**config.mk**
```make
export PLATFORM = sky130hd
export DESIGN_NAME = beta_sched
export DESIGN_NICKNAME = d
export VERILOG_FILES = /design/src/rtl/beta_sched.sv
export SDC_FILE = /design/constraint.sdc
export NUM_CORES = 1
export LEC_CHECK = 0
export BUFFER_PORTS_ARGS = -buffer_cell sky130_fd_sc_hd__buf_2
export CORE_ASPECT_RATIO = 1.5
export CORE_UTILIZATION = 55
export CTS_CLUSTER_SIZE = 30
export DETAILED_ROUTE_END_ITERATION = 10
export PLACE_DENSITY = 0.78
export SLEW_MARGIN = 20
export SYNTH_ARGS = -nofsm -noshare
export SYNTH_HDL_FRONTEND = slang
export SYNTH_SLANG_ARGS = --single-unit
```
**constraint.sdc**
```tcl
create_clock -name clk -period 2.6 [get_ports clk]
set_input_delay 0.26 -clock clk [delete_from_list [all_inputs] [get_ports clk]]
set_output_delay 0.26 -clock clk [all_outputs]
set_load 0.005 [all_outputs]
```
**src/rtl/beta_sched.sv**
```systemverilog
// beta_sched: sequencer for the turbo decoder's backward (beta) recursion.
// Presets the beta unit, walks gamma memory backwards (optional termination
// tail steps, then block steps K-1..0) and strobes each finished beta vector
// into beta storage two cycles after its gamma read.
// Optional feature: define TURBO_TAIL_EN to include the TAIL state
// (TAIL_LEN termination steps before the block steps); undefined, gam_tail is 0.
//
// Handshake: start is a one-cycle request that is only accepted while the FSM
// is in IDLE or DONE (busy=0); an accepted request is answered by exactly one
// done pulse, a rejected one (illegal blk_len) by exactly one cfg_err pulse,
// and a start seen while busy=1 is dropped without any response.
module beta_sched #(
    parameter int K_MAX    = 6144,
    parameter int K_MIN    = 40,
    parameter int AW       = 13,
    parameter int TAIL_LEN = 3
) (
    input  logic          clk,
    input  logic          rst_n,
    input  logic          start,
    input  logic [AW-1:0] blk_len,
    output logic          beta_init,
    output logic          gam_rd_en,
    output logic          gam_tail,
    output logic [AW-1:0] gam_addr,
    output logic          beta_we,
    output logic [AW-1:0] beta_waddr,
    output logic          busy,
    output logic          done,
    output logic          cfg_err,
    output logic [2:0]    dbg_state
);

`ifdef TURBO_TAIL_EN
    localparam bit TAIL_EN = 1'b1;
`else
    localparam bit TAIL_EN = 1'b0;
`endif

    typedef enum logic [2:0] {
        S_IDLE  = 3'd0,
        S_TAIL  = 3'd1,
        S_RUN   = 3'd2,
        S_FLUSH = 3'd3,
        S_DONE  = 3'd4
    } state_t;

    state_t        state_q;
    logic [AW-1:0] k_q;
    logic [AW-1:0] addr_q;
    logic          rd_en_q;
    logic          tail_q;
    logic          flush_q;
    logic          busy_q;
    logic          done_q;
    logic          init_q;
    logic          err_q;

    // read pipeline: stage 1 = beta unit inputs, stage 2 = write strobe
    logic          pipe_v_q;
    logic [AW-1:0] pipe_a_q;
    logic          we_q;
    logic [AW-1:0] waddr_q;

    logic          len_ok_d;

    // Legal block length check on the raw input, used only on an accepted start
    always_comb begin
        len_ok_d = (blk_len >= AW'(K_MIN)) && (blk_len <= AW'(K_MAX));
    end

    // Schedule FSM: all schedule outputs are registered in the same process
    always_ff @(posedge clk or negedge rst_n) begin
        if (!rst_n) begin
            state_q <= S_IDLE;
            k_q     <= '0;
            addr_q  <= '0;
            rd_en_q <= 1'b0;
            tail_q  <= 1'b0;
            flush_q <= 1'b0;
            busy_q  <= 1'b0;
            done_q  <= 1'b0;
            init_q  <= 1'b1;
            err_q   <= 1'b0;
        end else begin
            done_q <= 1'b0;
            err_q  <= 1'b0;
            case (state_q)
                // DONE behaves like IDLE so back-to-back blocks need no gap
                S_IDLE, S_DONE: begin
                    state_q <= S_IDLE;
                    busy_q  <= 1'b0;
                    init_q  <= 1'b1;
                    rd_en_q <= 1'b0;
                    tail_q  <= 1'b0;
                    addr_q  <= '0;
                    if (start) begin
                        if (len_ok_d) begin
                            k_q     <= blk_len;
                            init_q  <= 1'b0;
                            busy_q  <= 1'b1;
                            rd_en_q <= 1'b1;
                            if (TAIL_EN) begin
                                state_q <= S_TAIL;
                                tail_q  <= 1'b1;
                                addr_q  <= AW'(TAIL_LEN - 1);
                            end else begin
                                state_q <= S_RUN;
                                addr_q  <= blk_len - AW'(1);
                            end
                        end else begin
                            err_q <= 1'b1;
                        end
                    end
                end
                // tail steps flow straight into the block steps with no bubble
                S_TAIL: begin
                    if (addr_q == '0) begin
                        state_q <= S_RUN;
                        tail_q  <= 1'b0;
                        addr_q  <= k_q - AW'(1);
                    end else begin
                        addr_q <= addr_q - AW'(1);
                    end
                end
                S_RUN: begin
                    if (addr_q == '0) begin
                        state_q <= S_FLUSH;
                        rd_en_q <= 1'b0;
                        flush_q <= 1'b0;
                    end else begin
                        addr_q <= addr_q - AW'(1);
                    end
                end
                // two drain cycles let the last two beta vectors be written
                S_FLUSH: begin
                    if (flush_q) begin
                        state_q <= S_DONE;
                        busy_q  <= 1'b0;
                        init_q  <= 1'b1;
                        done_q  <= 1'b1;
                    end else begin
                        flush_q <= 1'b1;
                    end
                end
                default: begin
                    state_q <= S_IDLE;
                    busy_q  <= 1'b0;
                    init_q  <= 1'b1;
                    rd_en_q <= 1'b0;
                    tail_q  <= 1'b0;
                    addr_q  <= '0;
                end
            endcase
        end
    end

    // Track block reads through the beta unit; tail results are never stored
    always_ff @(posedge clk or negedge rst_n) begin
        if (!rst_n) begin
            pipe_v_q <= 1'b0;
            pipe_a_q <= '0;
            we_q     <= 1'b0;
            waddr_q  <= '0;
        end else begin
            pipe_v_q <= rd_en_q & ~tail_q;
            pipe_a_q <= addr_q;
            we_q     <= pipe_v_q;
            waddr_q  <= pipe_v_q ? pipe_a_q : '0;
        end
    end

    assign beta_init  = init_q;
    assign gam_rd_en  = rd_en_q;
`ifdef TURBO_TAIL_EN
    assign gam_tail   = tail_q;
`else
    assign gam_tail   = 1'b0;
`endif
    assign gam_addr   = addr_q;
    assign beta_we    = we_q;
    assign beta_waddr = waddr_q;
    assign busy       = busy_q;
    assign done       = done_q;
    assign cfg_err    = err_q;
    assign dbg_state  = state_q;

endmodule

```
### Word level (Yosys, flattened, before mapping)

Index checks and enable logic that the tools add are counted.

* reductions and logical operators: 15
* bitwise logic cells: 6
* add/sub/neg operators: 3
* multiplexer cells: 28
* equality and inequality tests: 8
* magnitude comparators: 2

Operators by type and width (count)
* 13-bit 2-to-1 mux: 5
* 13-bit case mux with 4 select lines: 1
* 13-bit by 1-bit subtractor with 13-bit output, second input constant: 3
* 13-bit by 6-bit >= comparator with 1-bit output, second input constant: 1
* 13-bit <= comparator, second input constant: 1
* 13-bit zero test: 1
* 3-bit case mux with 4 select lines: 1
* 1-bit 2-to-1 mux: 11
* 2-bit AND reduction: 5
* 3-bit 2-to-1 mux: 3
* 1-bit case mux with 3 select lines: 3
* 2-bit != test, second input constant: 4
* 2-bit OR reduction: 4
* 3-bit by 2-bit equality test with 1-bit output, second input constant: 2
* 3-bit AND reduction: 2
* 1-bit inverter: 5
* 2-bit 2-to-1 mux: 2
* 1-bit case mux with 2 select lines: 2
* 3-bit by 1-bit equality test with 1-bit output, second input constant: 1
* 3-bit equality test, second input constant: 1
* 3-bit zero test: 1
* 2-bit nonzero test: 1
* 1-bit bitwise AND: 1
* 1-bit logical AND: 1

* word-level logic and storage cells: 76
* register bits after elaboration: 64

### Longest topological paths before layout

* word-level depth: 5
* mapped depth: 9

### Worst setup path before layout

No wires, ideal clock.

* kind: register to register
* start: register addr_q[0] (netlist: gam_addr[0])
* end: register addr_q[8] (netlist: gam_addr[8])
* stages on the path, launching flop included: 9
* path buffers: 1
* required time: 2.476 ns
* library setup time: 0.124 ns
* setup slack: 0.440 ns
* data arrival time: 2.036 ns
* cell sequence: dfrtp_1 -> inv_1 -> ha_1 -> nor2b_1 -> and4_1 -> buf_2 -> o21ai_0 -> o31ai_1 -> a211o_1

* longest elaborated chain between the ends: 3

Ends and longest elaborated chain
* start, declared: line 50 `logic [AW-1:0] addr_q;`
* start signal, assigned: line 106 `addr_q <= AW'(TAIL_LEN - 1);`
* start signal, assigned: line 109 `addr_q <= blk_len - AW'(1);`
* start signal, assigned: line 121 `addr_q <= k_q - AW'(1);`
* 13-bit by 1-bit subtractor with 13-bit output or 13-bit zero test (tied branches)
* 13-bit 2-to-1 mux (tied with other cells): line 127 `if (addr_q == '0) begin`
* 13-bit case mux with 4 select lines or 2-bit AND reduction (tied branches)

Several ways; a longest one is shown, not always the timed one. The select of a mux whose other input is x is not followed.
A chain may end at the register's enable or synchronous reset.

### Worst setup path in the final report

* start: register addr_q[1] (netlist: gam_addr[1])
* end: register addr_q[8] (netlist: gam_addr[8])

The elaborated chain is that of the path after synthesis.

==> metrics.yaml <==
status: "finished clean"
syn_nets: 329
r2r-start: "gam_addr[1]"
core_um2: 5570
crit_required_ns: 2.82
worst-path-buf-inv: 1
ys_warn_count: 0
r2r_slack_ns: 0.23
grt_pass1_vias: 2533
ys_types: 56
ys_ff_latch: 63
synthTopCellsByCount: "62 x dfrtp_1, 21 x nand2_1, 21 x nor2_1"
first_pass_iters: 4
holdBufCountCts: 1
cellPowerDensity_nw_per_um2: 519
dieArea_um2: 6230
grt_antenna_before_repair: 0
synthesis.instances: 310
initialDrtViolationCount: 168
overflow: 0
cts_resized: 0
grt_pass1_wl_um: 12000
fill_cells: 434
grt_max_degree: 40
fp.dieH_um: 96.1
maxCapViolCount: 0
hold_path_class: "in2reg"
layout.area.seq_um2: 1580
synthArstFlopShare_pct: 100
place_ws_ns: 0.258
worst-setup-path-type: "reg2reg"
tns_ns: 0
synth_area_per_cell_um2: 10.5
cts.sinks: 63
path_delay_family: "compound AO/OA/AOI/OAI gates"
vias_per_cell: 5.79
die_w_um: 64.8
max-vdd-ir-drop_uv: 364
worstHoldStart: "start"
synth.top_cell.area_share_pct: 47.7
start_kind: "flip-flop"
synth_most_common_cell: "dfrtp_1"
worst-endpoint-arrival_ns: 2.59
cts_tree: "done"
min_path_cells: 2
syn_to_final_growth_pct: 18.7
dp_cells: 429
synth.largest_area_cell: "dfrtp_1"
vias: 2581
cts-root-buf: "clkbuf_8"
grt_usage_pct: 26.4
fin_crit_sh_pct: 91.0
drtAntennaViolNets: 0
rsz0062_at_grt: "no"
max_freq_mhz: 423
antenna_cells: 0
dpl.hpwl_um: 5470
wire_per_inst_um: 16.4
place_congestion: 0.914
fin_skew_ns: 0.00737
row_count: 33
cp-end-kind: "flip-flop"
htreeDepth: 3
pin_count: 52
hold_viol_final: 0
period_needed_ns: 2.37
insertion_delay_ns: 0.34
fin_nets: 390
portBuffers: 50
cp_slowest_cell: "o21ai_0"
layout_setup_ws_ns: 0.234
post_synth_main_area_contributors: "dfrtp_1 48%, mux2_4 5.1%, xnor2_1 3.5%, o21ai_0 3.1%, xor2_1 3.0%"
path_max_fanout: 10
rr_endpoint: "gam_addr[8]"
stdcell_count: 446
power_leakage_nw: 1.79
critical-path-max-stage-delay_ns: 0.50
relSlewSlack_pct: 51.1
worstPathCellList: "inv_1 > ha_1 > nor2b_1 > and4_1 > o21ai_0 > o31ai_1 > a211o_1"
multiInputGateArea_um2: 1550
cp-endpoint: "gam_addr[8]"
wirelength_um: 7330
start_util_pct: 58.3
cts_setup_buffers: 0
cts_buffer_depth: 2
syn_area_um2: 3250
setup_viol: 0
drive_above_1_share_pct: 25.3
synth_ff_type: "dfrtp_1"
yosysSeqAreaShare_pct: 48.6
remaining_drc_errors: 0
startpoint: "gam_addr[1]"
path_clk_slew_ns: 0.07
maxSlewViolCount: 0
worst_slew_pin_slew_ns: 0.726
cp_num_cells: 7
finalPower_mw: 2.00
ff2ff_path_depth: 7
synth_edf_count: 0
numCtsBuffers: 9
## worst reg2reg max path, cell delays in order (launching register included)
cell and delay (ns):
dfrtp_1 0.43, inv_1 0.07, ha_1 0.25, nor2b_1 0.20
and4_1 0.33, o21ai_0 0.50, o31ai_1 0.16, a211o_1 0.32
## state kept, by name, indices dropped and copies added (netlist names), 3 cells and up
register,count
beta_waddr,13
gam_addr,13
k_q,13
pipe_a_q,13
dbg_state,3
## where the power goes
group | switching (mW) | internal [mW]
Combinational | 0.0464 | 0.0250
Clock | 0.357 | 0.592
Sequential | 0 | 0.980
## layer usage
metal	wire length, µm	global-route usage, %	vias up
met4	230	15.2	0
met1	3100	30.9	1239
met2	3690	43.5	77
met3	303	6.99	15
li1	-	-	1250
met5	0	0	-
## cell families (layout without fill, tap and decap cells)
logic type	Yosys count	in the layout	share of synthesized area (%)
and+or+nand+nor	114	114	19.8
xor gates and xnor gates	24	24	6.47
muxes	13	13	5.70
other	1	1	0.115
AOI/OAI and AO/OA	68	68	14.6
adders and majority gates	3	3	1.16
buffers and inverters	24	90	3.70
DFF	63	63	48.6
## stage by stage
step,util [%],cell area [µm²],hold slack [ns]
6_report,69.2,3860,0.187
5_1_grt,69.2,3860,0.184
4_1_cts,69.2,3860,0.178
3_5_place_dp,65.0,3620,0.291
3_3_place_gp,65.0,3620,0.284
2_1_floorplan,-,3250,-0.0356
## cell usage in the layout (no fill, tap or decap), types with 4 or more instances in the layout
cell,instances
buf_4,14
xor2_1,11
inv_1,8
buf_2,50
o31ai_1,4
nor2b_1,4
mux2_4,11
nand3_1,12
a21oi_1,11
o221ai_1,4
dfrtp_1,62
nand4b_1,5
and3_1,4
nor2_1,21
and2_1,13
nor3_1,11
xnor2_1,13
o21ai_0,20
nand2_1,21
clkbuf_8,11
nor4_1,6
## worst min-delay path by stage
stage	endpoint	slack [ns]
finish	cfg_err	0.19
floorplan	beta_waddr[0]	-0.04
global placement	pipe_a_q[10]	0.28
detailed placement	pipe_a_q[10]	0.29
global route	cfg_err	0.18
CTS	cfg_err	0.18
## layout make-up
class | count | share of cell area, %
Sequential cell | 63 | 40.9
Multi-Input combinational cell | 223 | 40.2
Timing Repair Buffer | 66 | 9.99
Clock buffer | 13 | 4.12
Tap cell | 70 | 2.27
Clock inverter | 3 | 1.69
Inverter | 8 | 0.779
(Power assumes the default switching activity.)
